==> src/rtl/instruction_loader_pkg.sv <==
// Shared types and constants for the instruction loader.
// Latency: n/a (declarations only).
// Backpressure: n/a.
package instruction_loader_pkg;

   localparam int BYTE_SIZE = 8;

   typedef enum logic [1:0] {
      ST_IDLE    = 2'd0,
      ST_RECEIVE = 2'd1,
      ST_DONE    = 2'd2
   } state_t;

   localparam logic [1:0] ERR_NONE     = 2'b00;
   localparam logic [1:0] ERR_OVERFLOW = 2'b01;
   localparam logic [1:0] ERR_TIMEOUT  = 2'b10;

endpackage

==> src/rtl/word_assembler.sv <==
// Packs a big-endian byte stream into words; first byte lands in the MSBs.
// Latency: word and complete are combinational on the byte that finishes a word.
// Backpressure: none; every valid byte is taken (WORD_SIZE_IN_BYTES must be >= 2).
module word_assembler #(
   parameter int WORD_SIZE_IN_BYTES = 4,
   parameter int BYTE_SIZE          = 8
) (
   input  logic                                   clk,
   input  logic                                   rst_n,
   input  logic                                   clear,
   input  logic [BYTE_SIZE-1:0]                   data,
   input  logic                                   valid,
   output logic [WORD_SIZE_IN_BYTES*BYTE_SIZE-1:0] word,
   output logic                                   complete,
   output logic                                   partial
);

   localparam int SHIFT_W = (WORD_SIZE_IN_BYTES - 1) * BYTE_SIZE;
   localparam int IDX_W   = $clog2(WORD_SIZE_IN_BYTES);
   localparam logic [IDX_W-1:0] LAST_IDX = IDX_W'(WORD_SIZE_IN_BYTES - 1);

   // Only the bytes already received are stored; the final byte is
   // spliced in combinationally so the word is ready on its own edge.
   logic [SHIFT_W-1:0] shift;
   logic [IDX_W-1:0]   idx;

   assign word     = {shift, data};
   assign complete = valid && (idx == LAST_IDX);
   assign partial  = (idx != '0);

   // Shift in each accepted byte and advance the index, wrapping on completion.
   always_ff @(posedge clk or negedge rst_n) begin
      if (!rst_n) begin
         shift <= '0;
         idx   <= '0;
      end else if (clear) begin
         shift <= '0;
         idx   <= '0;
      end else if (valid) begin
         shift <= word[SHIFT_W-1:0];
         idx   <= complete ? '0 : idx + IDX_W'(1);
      end
   end

endmodule

==> src/rtl/instruction_loader.sv <==
// Turns a byte stream into instruction words and strobes them into instruction memory.
// Latency: write strobe one cycle after the last byte of a word is accepted.
// Backpressure: none; bytes are ignored outside RECEIVE, never dropped inside it.
module instruction_loader
   import instruction_loader_pkg::*;
#(
   parameter int WORD_SIZE_IN_BYTES = 4,
   parameter int MEM_SIZE_IN_WORDS  = 10,
   parameter int TIMEOUT_CYCLES     = 100000,
   parameter logic [WORD_SIZE_IN_BYTES*BYTE_SIZE-1:0] HALT_WORD = '0
) (
   input  logic                                     i_clk,
   input  logic                                     i_reset,
   input  logic                                     i_start,
   input  logic [BYTE_SIZE-1:0]                     i_byte,
   input  logic                                     i_byte_valid,
   output logic [WORD_SIZE_IN_BYTES*BYTE_SIZE-1:0]  o_instruction,
   output logic                                     o_instruction_write,
   output logic [$clog2(MEM_SIZE_IN_WORDS+1)-1:0]   o_word_count,
   output logic                                     o_busy,
   output logic                                     o_done,
   output logic [1:0]                               o_error
);

   localparam int WORD_W = WORD_SIZE_IN_BYTES * BYTE_SIZE;
   localparam int CNT_W  = $clog2(MEM_SIZE_IN_WORDS + 1);
   localparam int TMR_W  = $clog2(TIMEOUT_CYCLES + 1);
   localparam logic [CNT_W-1:0] LAST_SLOT = CNT_W'(MEM_SIZE_IN_WORDS - 1);
   localparam logic [TMR_W-1:0] TMR_LAST  = TMR_W'(TIMEOUT_CYCLES - 1);

   state_t              state;
   state_t              state_next;
   logic                accept;
   logic                start_ok;
   logic                asm_clear;
   logic [WORD_W-1:0]   asm_word;
   logic                word_complete;
   logic                asm_partial;
   logic                is_halt;
   logic                at_limit;
   logic                timer_expired;
   logic [TMR_W-1:0]    timer;

   assign accept        = i_byte_valid && (state == ST_RECEIVE);
   assign start_ok      = i_start && (state != ST_RECEIVE);
   assign is_halt       = (asm_word == HALT_WORD);
   assign at_limit      = (o_word_count == LAST_SLOT);
   // Only a partially received word can time out; an empty assembler waits forever.
   assign timer_expired = (state == ST_RECEIVE) && asm_partial && !i_byte_valid
                          && (timer == TMR_LAST);
   assign asm_clear     = start_ok || timer_expired;
   assign o_busy        = (state == ST_RECEIVE);

   word_assembler #(
      .WORD_SIZE_IN_BYTES (WORD_SIZE_IN_BYTES),
      .BYTE_SIZE          (BYTE_SIZE)
   ) u_word_assembler (
      .clk      (i_clk),
      .rst_n    (i_reset),
      .clear    (asm_clear),
      .data     (i_byte),
      .valid    (accept),
      .word     (asm_word),
      .complete (word_complete),
      .partial  (asm_partial)
   );

   // State register.
   always_ff @(posedge i_clk or negedge i_reset) begin
      if (!i_reset) begin
         state <= ST_IDLE;
      end else begin
         state <= state_next;
      end
   end

   // Next state: halt, overflow and timeout all end the load in DONE.
   always_comb begin
      state_next = state;
      case (state)
         ST_IDLE: begin
            if (i_start) state_next = ST_RECEIVE;
         end
         ST_RECEIVE: begin
            if (word_complete && (is_halt || at_limit)) begin
               state_next = ST_DONE;
            end else if (timer_expired) begin
               state_next = ST_DONE;
            end
         end
         ST_DONE: begin
            if (i_start) state_next = ST_RECEIVE;
         end
         default: state_next = ST_IDLE;
      endcase
   end

   // Word output, write strobe, word counter, status flags and idle timer.
   always_ff @(posedge i_clk or negedge i_reset) begin
      if (!i_reset) begin
         o_instruction       <= '0;
         o_instruction_write <= 1'b0;
         o_word_count        <= '0;
         o_done              <= 1'b0;
         o_error             <= ERR_NONE;
         timer               <= '0;
      end else begin
         o_instruction_write <= 1'b0;
         if (start_ok) begin
            o_word_count <= '0;
            o_done       <= 1'b0;
            o_error      <= ERR_NONE;
            timer        <= '0;
         end else if (state == ST_RECEIVE) begin
            if (word_complete) begin
               o_instruction       <= asm_word;
               o_instruction_write <= 1'b1;
               o_word_count        <= o_word_count + CNT_W'(1);
               // A halt in the last slot is a clean finish, so it wins over overflow.
               if (is_halt) begin
                  o_done <= 1'b1;
               end else if (at_limit) begin
                  o_error <= ERR_OVERFLOW;
               end
            end
            if (accept) begin
               timer <= '0;
            end else if (timer_expired) begin
               o_error <= ERR_TIMEOUT;
               timer   <= '0;
            end else if (asm_partial) begin
               timer <= timer + TMR_W'(1);
            end
         end
      end
   end

endmodule

==> config.mk <==
export PLATFORM = sky130hd
export DESIGN_NAME = instruction_loader
export DESIGN_NICKNAME = d
export VERILOG_FILES = /design/src/rtl/instruction_loader_pkg.sv /design/src/rtl/word_assembler.sv /design/src/rtl/instruction_loader.sv
export SDC_FILE = /design/constraint.sdc
export NUM_CORES = 1
export LEC_CHECK = 0
export CAP_MARGIN = 15
export CORE_ASPECT_RATIO = 1.5
export CORE_UTILIZATION = 55
export CTS_CLUSTER_DIAMETER = 60
export CTS_CLUSTER_SIZE = 28
export DETAILED_ROUTE_END_ITERATION = 16
export GPL_ROUTABILITY_DRIVEN = 0
export PLACE_DENSITY = 0.8
export SYNTH_ARGS = -nofsm -noshare
export SYNTH_HDL_FRONTEND = slang
export SYNTH_HIERARCHICAL = 1
export SYNTH_SLANG_ARGS = --single-unit
export TNS_END_PERCENT = 1
==> constraint.sdc <==
create_clock -name i_clk -period 3.6 [get_ports i_clk]
set_input_delay 0.72 -clock i_clk [delete_from_list [all_inputs] [get_ports i_clk]]
set_output_delay 0.72 -clock i_clk [all_outputs]
set_load 0.1 [all_outputs]
==> impl_metrics.env <==
export IMPL_p_comb_share_pct=52.3
export IMPL_ys_seq_area_share_pct=53.0
export IMPL_clockPowerShare_pct=14.3
export IMPL_post_route_util_pct=66.8
export IMPL_syn_num_nets=408
export IMPL_drive_above_1_share_pct=9.24
export IMPL_drtIter0Drc=147
export IMPL_slowest_stage="clkdlybuf4s50_1"
export IMPL_clkSlewWorstSetupHoldPaths_ns=0.08
export IMPL_clock_latency_ns=0.36
export IMPL_syn_inst=391
export IMPL_worstMarginPinSlew_ns=0.986
export IMPL_worstPathArrival_ns=1.96
export IMPL_netlist_area_sq_um=4020
export IMPL_intPower_w=0.00204
export IMPL_synthFlopType="dfrtp_1"
export IMPL_grt_overflow=0
export IMPL_grtUsageTotal_pct=24.8
export IMPL_hold_viol=0
export IMPL_start_util_pct=57.8
export IMPL_cellLeakagePower_nw=2.17
export IMPL_crit_required_ns=2.88
export IMPL_crit_type="flop to output port"
export IMPL_worstSetupEndpointType="output port"
export IMPL_drt_pass1_iterations=4
export IMPL_cts_tree="built"
export IMPL_drt_wl_total_microns=8410
export IMPL_grt_first_pass_wirelength_microns=14500
export IMPL_die_h_microns=107
export IMPL_nets=446
export IMPL_switching_share_pct=53.0
export IMPL_synth_edff_count=0
export IMPL_max_freq_mhz=374
export IMPL_grt_pass1_vias=3046
export IMPL_path_max_fanout=6
export IMPL_cts_sinks=85
export IMPL_max_stage_delay_ns=1.16
export IMPL_switching_power_w=0.00229
export IMPL_io_pins=53
export IMPL_finClkSkew_ns=0.00885
export IMPL_avgSynthCellArea_sq_um=10.3
export IMPL_setup_viol=0
export IMPL_clk_path_buf_depth=2
export IMPL_num_antenna_cells=0
export IMPL_dp_cells=495
export IMPL_core_area_sq_um=6940
export IMPL_portBuffers=52
export IMPL_cp_cell_sequence="clkdlybuf4s50_1"
export IMPL_fin_cells=511
export IMPL_cts_max_level=3
export IMPL_post_drt_wl_per_cell_microns=16.5
export IMPL_timing_critical_path_from="o_word_count[0]"
export IMPL_ys_warn_count=6
export IMPL_dp_hpwl_microns=5680
export IMPL_finalCritPeriodShare_pct=74.3
export IMPL_rows=37
export IMPL_post_route_min_period_ns=2.68
export IMPL_outcome="finished clean"
export IMPL_rsz0062_at_grt="false"
export IMPL_post_cts_resized=0
export IMPL_ys_async_sr_fraction_pct=100
export IMPL_cap_viol_max_count=0
export IMPL_timing_rr_start="u_word_assembler/idx[0]"
export IMPL_vias_per_cell=5.72
export IMPL_final_common_cell="nand2_1"
export IMPL_hold_path_class="input port to async pin"
export IMPL_p_seq_share_pct=33.4
export IMPL_postRouteAntennaNets=0
export IMPL_num_vias=2924
export IMPL_cts_hold_buf=0
export IMPL_fp_dieW_microns=71.8
export IMPL_drc=0
export IMPL_grt_max_degree=86
export IMPL_synth_seq_cells=85
export IMPL_start_kind="flop"
export IMPL_cts_made_buffers=9
export IMPL_antenna_found_initial=0
export IMPL_setup_tns_final_ns=0
export IMPL_crit_buf_inv=1
export IMPL_power_density_nw_per_um2=933
export IMPL_slew_headroom_pct=34.0
export IMPL_cts_setup_buffers=0
export IMPL_vdd_drop_max_v=0.000871
export IMPL_cts_root_buf="clkbuf_8"
export IMPL_synthToLayoutAreaGrowth_pct=15.6
export IMPL_critical_path_top_delay_family="buffers and inverters"
export IMPL_synth_cell_types=48
export IMPL_final_max_slew_viol_count=0
export IMPL_dieArea_sq_um=7660
export IMPL_mostFrequentLayoutCells="nand2_1, dfrtp_1, clkdlybuf4s50_1"
export IMPL_n_fill_cell=552
==> registers in the layout, summed over array words and instances, names as in the netlist <==
| register | count |
|---|---|
| o_instruction | 32 |
| o_error | 2 |
| o_instruction_write | 1 |
| o_word_count | 4 |
| u_word_assembler/shift | 24 |
| timer | 17 |
| u_word_assembler/idx | 2 |
| o_done | 1 |
| state | 2 |
==> through the flow <==
stage / setup slack (ns) / hold WS (ns) / instance area [sq um] / total power, W
4_1_cts: 0.910 / 0.482 / 4610 / 0.00435
5_1_grt: 0.828 / 0.234 / 4640 / 0.00453
3_3_place_gp: 0.649 / 0.459 / 4440 / 0.00370
2_1_floorplan: 1.14 / 0.424 / 4020 / 0.00320
3_5_place_dp: 0.586 / 0.463 / 4440 / 0.00373
6_report: 0.923 / 0.236 / 4640 / 0.00433
==> kinds of logic (layout without fill, tap and decap cells) <==
logic type | after synthesis | in the layout | synth area share [%]
AO/OA/AOI/OAI | 39 | 39 | 9.03
XOR/XNOR | 7 | 7 | 1.53
adder cells (fa/ha/maj) | 5 | 5 | 1.56
buffers and inverters | 40 | 82 | 6.42
flip-flops | 85 | 85 | 53.0
multiplexers | 25 | 25 | 6.23
AND/OR/NAND/NOR | 190 | 190 | 22.3
==> routing by layer <==
metal	up-vias	global-route usage (%)	share of wire, %
met5	-	0	0
met4	0	11.2	1.9
met3	11	3.85	2.6
met2	59	43.9	55
met1	1441	29.3	40
li1	1413	-	-
==> cell usage after synthesis, types with 8 or more instances <==
master    instances  area share (%)
nand2_1         105             9.8
dfrtp_1          85              53
nor2_1           29             2.7
mux2i_1          25             6.2
buf_2            12             1.5
buf_4            10             1.9
inv_1            10            0.93
o31ai_1          10             1.9
a211oi_2          9             2.8
nor4_1            8             1.2
or4_1             8             1.5
==> worst paths after layout <==
path	end	slack [ns]	cells past startpoint
min reg2reg	o_instruction[2]	0.48	2
max	o_word_count[0]	0.92	1
min in group i_clk	o_instruction[2]	0.48	2
max in group asynchronous	o_instruction[26]	2.76	2
min	timer[14]	0.24	1
max reg2reg	timer[10]	1.15	8
==> power by group through the flow <==
stage / sequential (W) / clock [W] / combinational (W)
after floorplan: 0.00276 / 0 / 0.000446
after global placement: 0.00146 / 0 / 0.00224
after detailed placement: 0.00147 / 0 / 0.00227
after CTS: 0.00145 / 0.000630 / 0.00227
after global routing: 0.00149 / 0.000668 / 0.00238
final: 0.00145 / 0.000617 / 0.00227
==> layout make-up <==
cell class | instances | area (sq um) | share of cell area [%]
clock buffer | 14 | 173 | 3.72
clock inverter | 1 | 5.00 | 0.108
inverter | 11 | 41.3 | 0.889
multi-input combinational | 266 | 1630 | 35.2
sequential | 85 | 2130 | 45.8
tap | 78 | 97.6 | 2.10
timing repair buffer | 56 | 566 | 12.2
No activity file was read; power rests on OpenSTA's default activity.
